### src/rtl/mire_frame_writer.sv
// Avalon-MM burst-write master that fills the framebuffer with a generated test frame.
// Word order, burst size and address map mirror the VGA scan-out reader.
module mire_frame_writer #(
  parameter int unsigned HDISP     = 800,
  parameter int unsigned VDISP     = 480,
  parameter int unsigned BURSTSIZE = 16,
  parameter logic [31:0] BASE_ADDR = 32'h0
) (
  input  logic                         clk,
  input  logic                         reset_n,
  input  logic                         start,
  input  logic                         loop,
  input  logic [1:0]                   pattern,
  output logic                         busy,
  output logic                         done,
  output logic [15:0]                  frame_count,
  output logic [31:0]                  avm_address,
  output logic                         avm_write,
  output logic [31:0]                  avm_writedata,
  output logic [3:0]                   avm_byteenable,
  output logic [$clog2(BURSTSIZE):0]   avm_burstcount,
  output logic                         avm_read,
  input  logic                         avm_waitrequest
);

  localparam int unsigned XW  = $clog2(HDISP);
  localparam int unsigned YW  = $clog2(VDISP);
  localparam int unsigned BW  = ($clog2(BURSTSIZE) > 0) ? $clog2(BURSTSIZE) : 1;
  localparam int unsigned CW  = $clog2(BURSTSIZE) + 1;
  localparam logic [31:0] BURST_BYTES = 32'(4 * BURSTSIZE);

  typedef enum logic {IDLE, WRITE} state_t;

  state_t          state_q, state_d;
  logic [XW-1:0]   x_q, x_d;
  logic [YW-1:0]   y_q, y_d;
  logic [BW-1:0]   beat_q, beat_d;
  logic [31:0]     addr_q, addr_d;
  logic [31:0]     wdata_q, wdata_d;
  logic [1:0]      pat_q, pat_d;
  logic            done_q, done_d;
  logic [15:0]     fcnt_q, fcnt_d;

  // Pixel generator: 0 grid, 1 grey ramp, 2 black, 3 white (0x00RRGGBB).
  function automatic logic [31:0] pixel(input logic [1:0] p,
                                        input logic [XW-1:0] px,
                                        input logic [YW-1:0] py);
    logic [7:0] xb;
    xb = 8'(px);
    case (p)
      2'd0:    pixel = ((4'(px) == 4'hF) || (4'(py) == 4'hF)) ? 32'h00FF_FFFF : 32'h0;
      2'd1:    pixel = {8'h00, xb, xb, xb};
      2'd2:    pixel = 32'h0;
      default: pixel = 32'h00FF_FFFF;
    endcase
  endfunction

  always_ff @(posedge clk or negedge reset_n) begin
    if (!reset_n) begin
      state_q <= IDLE;
      x_q     <= '0;
      y_q     <= '0;
      beat_q  <= '0;
      addr_q  <= BASE_ADDR;
      wdata_q <= '0;
      pat_q   <= '0;
      done_q  <= 1'b0;
      fcnt_q  <= '0;
    end else begin
      state_q <= state_d;
      x_q     <= x_d;
      y_q     <= y_d;
      beat_q  <= beat_d;
      addr_q  <= addr_d;
      wdata_q <= wdata_d;
      pat_q   <= pat_d;
      done_q  <= done_d;
      fcnt_q  <= fcnt_d;
    end
  end

  always_comb begin
    state_d = state_q;
    x_d     = x_q;
    y_d     = y_q;
    beat_d  = beat_q;
    addr_d  = addr_q;
    pat_d   = pat_q;
    done_d  = 1'b0;
    fcnt_d  = fcnt_q;
    case (state_q)
      IDLE: begin
        if (start) begin
          state_d = WRITE;
          pat_d   = pattern;
          addr_d  = BASE_ADDR;
          x_d     = '0;
          y_d     = '0;
          beat_d  = '0;
        end
      end
      WRITE: begin
        if (!avm_waitrequest) begin
          if (x_q == XW'(HDISP - 1)) begin
            x_d = '0;
            y_d = y_q + YW'(1);
          end else begin
            x_d = x_q + XW'(1);
          end
          if (beat_q == BW'(BURSTSIZE - 1)) begin
            beat_d = '0;
            addr_d = addr_q + BURST_BYTES;
          end else begin
            beat_d = beat_q + BW'(1);
          end
          // Final beat of the frame always closes a burst, so the address restarts cleanly.
          if ((x_q == XW'(HDISP - 1)) && (y_q == YW'(VDISP - 1))) begin
            done_d = 1'b1;
            fcnt_d = fcnt_q + 16'd1;
            x_d    = '0;
            y_d    = '0;
            beat_d = '0;
            addr_d = BASE_ADDR;
            if (loop) begin
              pat_d = pattern;
            end else begin
              state_d = IDLE;
            end
          end
        end
      end
      default: state_d = IDLE;
    endcase
    wdata_d = pixel(pat_d, x_d, y_d);
  end

  assign avm_write      = (state_q == WRITE);
  assign busy           = (state_q == WRITE);
  assign done           = done_q;
  assign frame_count    = fcnt_q;
  assign avm_address    = addr_q;
  assign avm_writedata  = wdata_q;
  assign avm_byteenable = 4'hF;
  assign avm_burstcount = CW'(BURSTSIZE);
  assign avm_read       = 1'b0;

endmodule

### config.mk
export PLATFORM = sky130hd
export DESIGN_NAME = mire_frame_writer
export DESIGN_NICKNAME = d
export VERILOG_FILES = /design/src/rtl/mire_frame_writer.sv
export SDC_FILE = /design/constraint.sdc
export NUM_CORES = 1
export LEC_CHECK = 0
export ABC_AREA = 1
export CAP_MARGIN = 20
export CORE_UTILIZATION = 47
export CTS_CLUSTER_SIZE = 8
export DETAILED_ROUTE_END_ITERATION = 10
export PLACE_DENSITY = 0.77
export SYNTH_ARGS = -nofsm -noshare
export SYNTH_HDL_FRONTEND = slang
export SYNTH_SLANG_ARGS = --single-unit
### constraint.sdc
create_clock -name clk -period 1.8 [get_ports clk]
set_input_delay 0.45 -clock clk [delete_from_list [all_inputs] [get_ports clk]]
set_output_delay 0.45 -clock clk [all_outputs]
set_load 0.03 [all_outputs]
==> results of run 1 <==
registers in the layout (all words and copies together) (netlist names):
register	cells
avm_address	26
frame_count	16
x_q	10
y_q	9
avm_writedata	8
beat_q	4
pat_q	2
avm_write	1
done	1
layout by cell type, fill, tap and decap left out, types with 7 or more instances in the layout:
cell           instances
nand2_1              141
buf_4                 97
inv_1                 76
dfrtp_1               73
dlygate4sd2_1         68
nor2_1                64
nand3_1               32
xor2_1                25
conb_1                24
nor2_2                17
o21ai_0               17
a21oi_1               17
nand4_1               16
nand2_4               12
nor2_4                12
nor3_1                12
nand3_2               11
a21oi_2               11
clkbuf_8              10
inv_2                  9
o21ai_1                9
xnor2_1                9
nand2_2                8
buf_6                  7
power breakdown:
part | internal (mW) | switching, mW
logic | 1.05 | 1.68
registers | 2.00 | 0.267
clock network | 0.548 | 0.711
total | 3.60 | 2.66
worst max-delay path by stage:
stage	depth (start not counted)	startpoint	end	slack [ns]
finish	13	y_q[1]	avm_writedata[18]	-0.16
floorplan	14	y_q[0]	avm_writedata[15]	0.02
global route	13	y_q[1]	avm_writedata[18]	-0.26
CTS	12	y_q[1]	avm_writedata[18]	-0.04
global placement	10	avm_waitrequest	avm_writedata[21]	-0.42
detailed placement	10	avm_waitrequest	avm_writedata[17]	-0.54
area by class of cell:
type	instances	area [um2]	area share, %
multi-input combinational	466	2720	39.4
sequential	77	1930	28.0
clock buffer	10	138	1.99
timing repair buffer	182	1560	22.6
tap	136	170	2.46
clock inverter	6	47.5	0.689
inverter	87	334	4.84
logic make-up after synthesis:
group,count (synthesis)
flops,77
fa+ha+maj,5
buf+inv,139
xor+xnor,34
simple gates,339
mux,1
compound gates,62
other cells,2
repair_timing:
item                                    CTS  global route
cloned                                    1             3
gates resized for setup                 103            54
hold endpoints to repair                 20             0
hold buffers                              1             0
endpoints found under the setup margin  113            52
buffers inserted                          8             8
pin swaps                                12            22
metal layers:
layer / up-vias / wire (um) / global-route usage, %
met2: 168 / 7160 / 44.7
met3: 30 / 700 / 4.30
met4: 0 / 289 / 7.95
met1: 2344 / 5410 / 29.3
met5: - / 0 / 0
li1: 2346 / - / -
critical path, stage by stage (launching register included):
cell and delay [ns]:
dfrtp_1 0.42, buf_4 0.14, buf_4 0.12, nand3_1 0.14, nor3_2 0.20, nand2_1 0.09
nand2_1 0.06, nand3_1 0.07, nand2_1 0.08, nand2_1 0.08, o21ai_1 0.16, buf_4 0.14
nand2_4 0.07, nand2_1 0.08
per-stage QoR:
stage          std cells  hold WS [ns]  power (mW)  utilization [%]
2_1_floorplan        681         0.154        3.97                -
3_3_place_gp         927         0.368        4.84             61.0
3_5_place_dp         927         0.365        4.91             61.0
4_1_cts              953         0.471        6.10             64.3
5_1_grt              964         0.479        6.59             67.2
6_report             964         0.469        6.26             67.2
==> flow_metrics.py, run 1 <==
metrics = {
    "critical_path": {
        "reg2reg_depth": 13,
        "r2r_start": "y_q[1]",
        "path_class": "reg -> reg",
        "required_ns": 2.09,
        "regToRegEndpoint": "avm_writedata[18]",
        "cp.arrival_ns": 2.25,
        "worstSetupStartpointType": "flip-flop",
        "cp_max_fo": 8,
        "rrSetupSlack_ns": -0.16,
        "crit_path_end_kind": "flip-flop",
    },
    "yosys": {
        "yosys-mux-area-fraction_pct": 0.201,
        "ys.flop_type": "dfrtp_1",
        "yosysTopAreaCell": "dfrtp_1",
        "synth-simple-area-share_pct": 32.2,
        "syn_area_um2": 4970,
        "synth-compound-area-share_pct": 6.70,
        "synth_top_family_by_area": "simple AND/OR/NAND/NOR gates",
        "synthCells": 659,
        "synth_xor_area_share_pct": 5.99,
        "synth-adder-area-share_pct": 1.26,
        "synth_edf_count": 0,
        "ys_ff_latch": 77,
        "async_flop_share_pct": 100,
        "synth.area.top_cells": "dfrtp_1, nand2_1, buf_4",
        "avgSynthCellArea_um2": 7.54,
        "yosys_warnings": 0,
        "ys_seq_area_share_pct": 38.8,
        "yosys-top-cells-count": "nand2_1, nor2_1, dfrtp_1, inv_1",
        "synth.distinct_cells": 40,
        "synth.most_common_cell": "nand2_1",
        "synth_top_area_share_pct": 38.8,
    },
    "power_and_ir_drop": {
        "p_leak_nw": 3.66,
        "power_density_nw_per_um2": 906,
        "vdd_drop_max_uv": 925,
    },
    "drt": {
        "wl_per_cell_um": 14.1,
        "initialDrtViolationCount": 264,
        "vias": 4888,
        "first_pass_iters": 8,
        "vias_per_cell": 5.07,
        "detail-route-antenna-nets": 0,
        "wirelength_mm": 13.6,
        "drc": 0,
    },
    "hold_path": {
        "hold_class": "reg -> reg",
        "whs_path_depth": 1,
        "min_from": "frame_count[15]",
        "min_to": "frame_count[15]",
    },
    "layout": {
        "final_layout_size_suffix_gt1_share_pct": 27.7,
        "stdcell_area_um2": 6900,
        "diodes": 0,
        "fin_nets": 835,
        "fillers": 861,
        "area_growth_pct": 39.0,
    },
    "floorplanning": {
        "rows": 37,
        "die_w_um": 105,
        "die_h_um": 105,
        "die_area_um2": 11000,
        "core_um2": 10300,
        "start_util_pct": 48.3,
        "num_io_pins": 100,
    },
    "global_routing": {
        "grt_pass1_vias": 4733,
        "grt_usage_pct": 24.6,
        "antenna_found_initial": 0,
        "grt_pass1_wl_mm": 21.7,
        "grt_max_degree": 38,
        "grt_overflow": 0,
    },
    "clocking": {
        "cts.root.buffer_cell": "clkbuf_8",
        "cts_tree": "yes",
        "cts_max_path_buffers": 2,
        "h-tree-depth": 3,
        "clkTransAtPathRegs_ns": 0.09,
        "clk_latency_ns": 0.36,
        "cts_buffers": 9,
        "cts.sinks": 77,
    },
    "placed_design": {
        "post_dp_cell_area_um2": 6270,
        "gp_congestion": 0.921,
        "preCtsSetupSlack_ns": -0.540,
        "port_buffers": 75,
        "dpl.hpwl_mm": 9.56,
    },
    "sta": {
        "rsz0062_at_grt": "true",
        "clock_skew_ns": 0.0130,
        "fin_crit_sh_pct": 109,
        "fmax_mhz": 511,
        "finalCriticalPeriod_ns": 1.96,
        "setup_violations": 38,
        "fin_setup_tns_ns": -2.50,
        "hold_viol_final": 0,
        "setup_slack_ns": -0.157,
        "maxSlewViolCount": 0,
    },
    "run_status": {
        "violations": "setup timing",
        "status": "complete, but fails checks",
    },
    "run": {
        "maxCapViolations": 0,
    },
}
Power figures use the tool's default switching activity.
==> run 2, diff against run 1 <==
--- a/config.mk
+++ b/config.mk
@@ -6,7 +6,6 @@
 export NUM_CORES = 1
 export LEC_CHECK = 0
 export ABC_AREA = 1
-export CAP_MARGIN = 20
 export CORE_UTILIZATION = 47
 export CTS_CLUSTER_SIZE = 8
 export DETAILED_ROUTE_END_ITERATION = 10
==> results of run 2 <==
No change in the layout: final DEF, timing and power equal those of run 1.
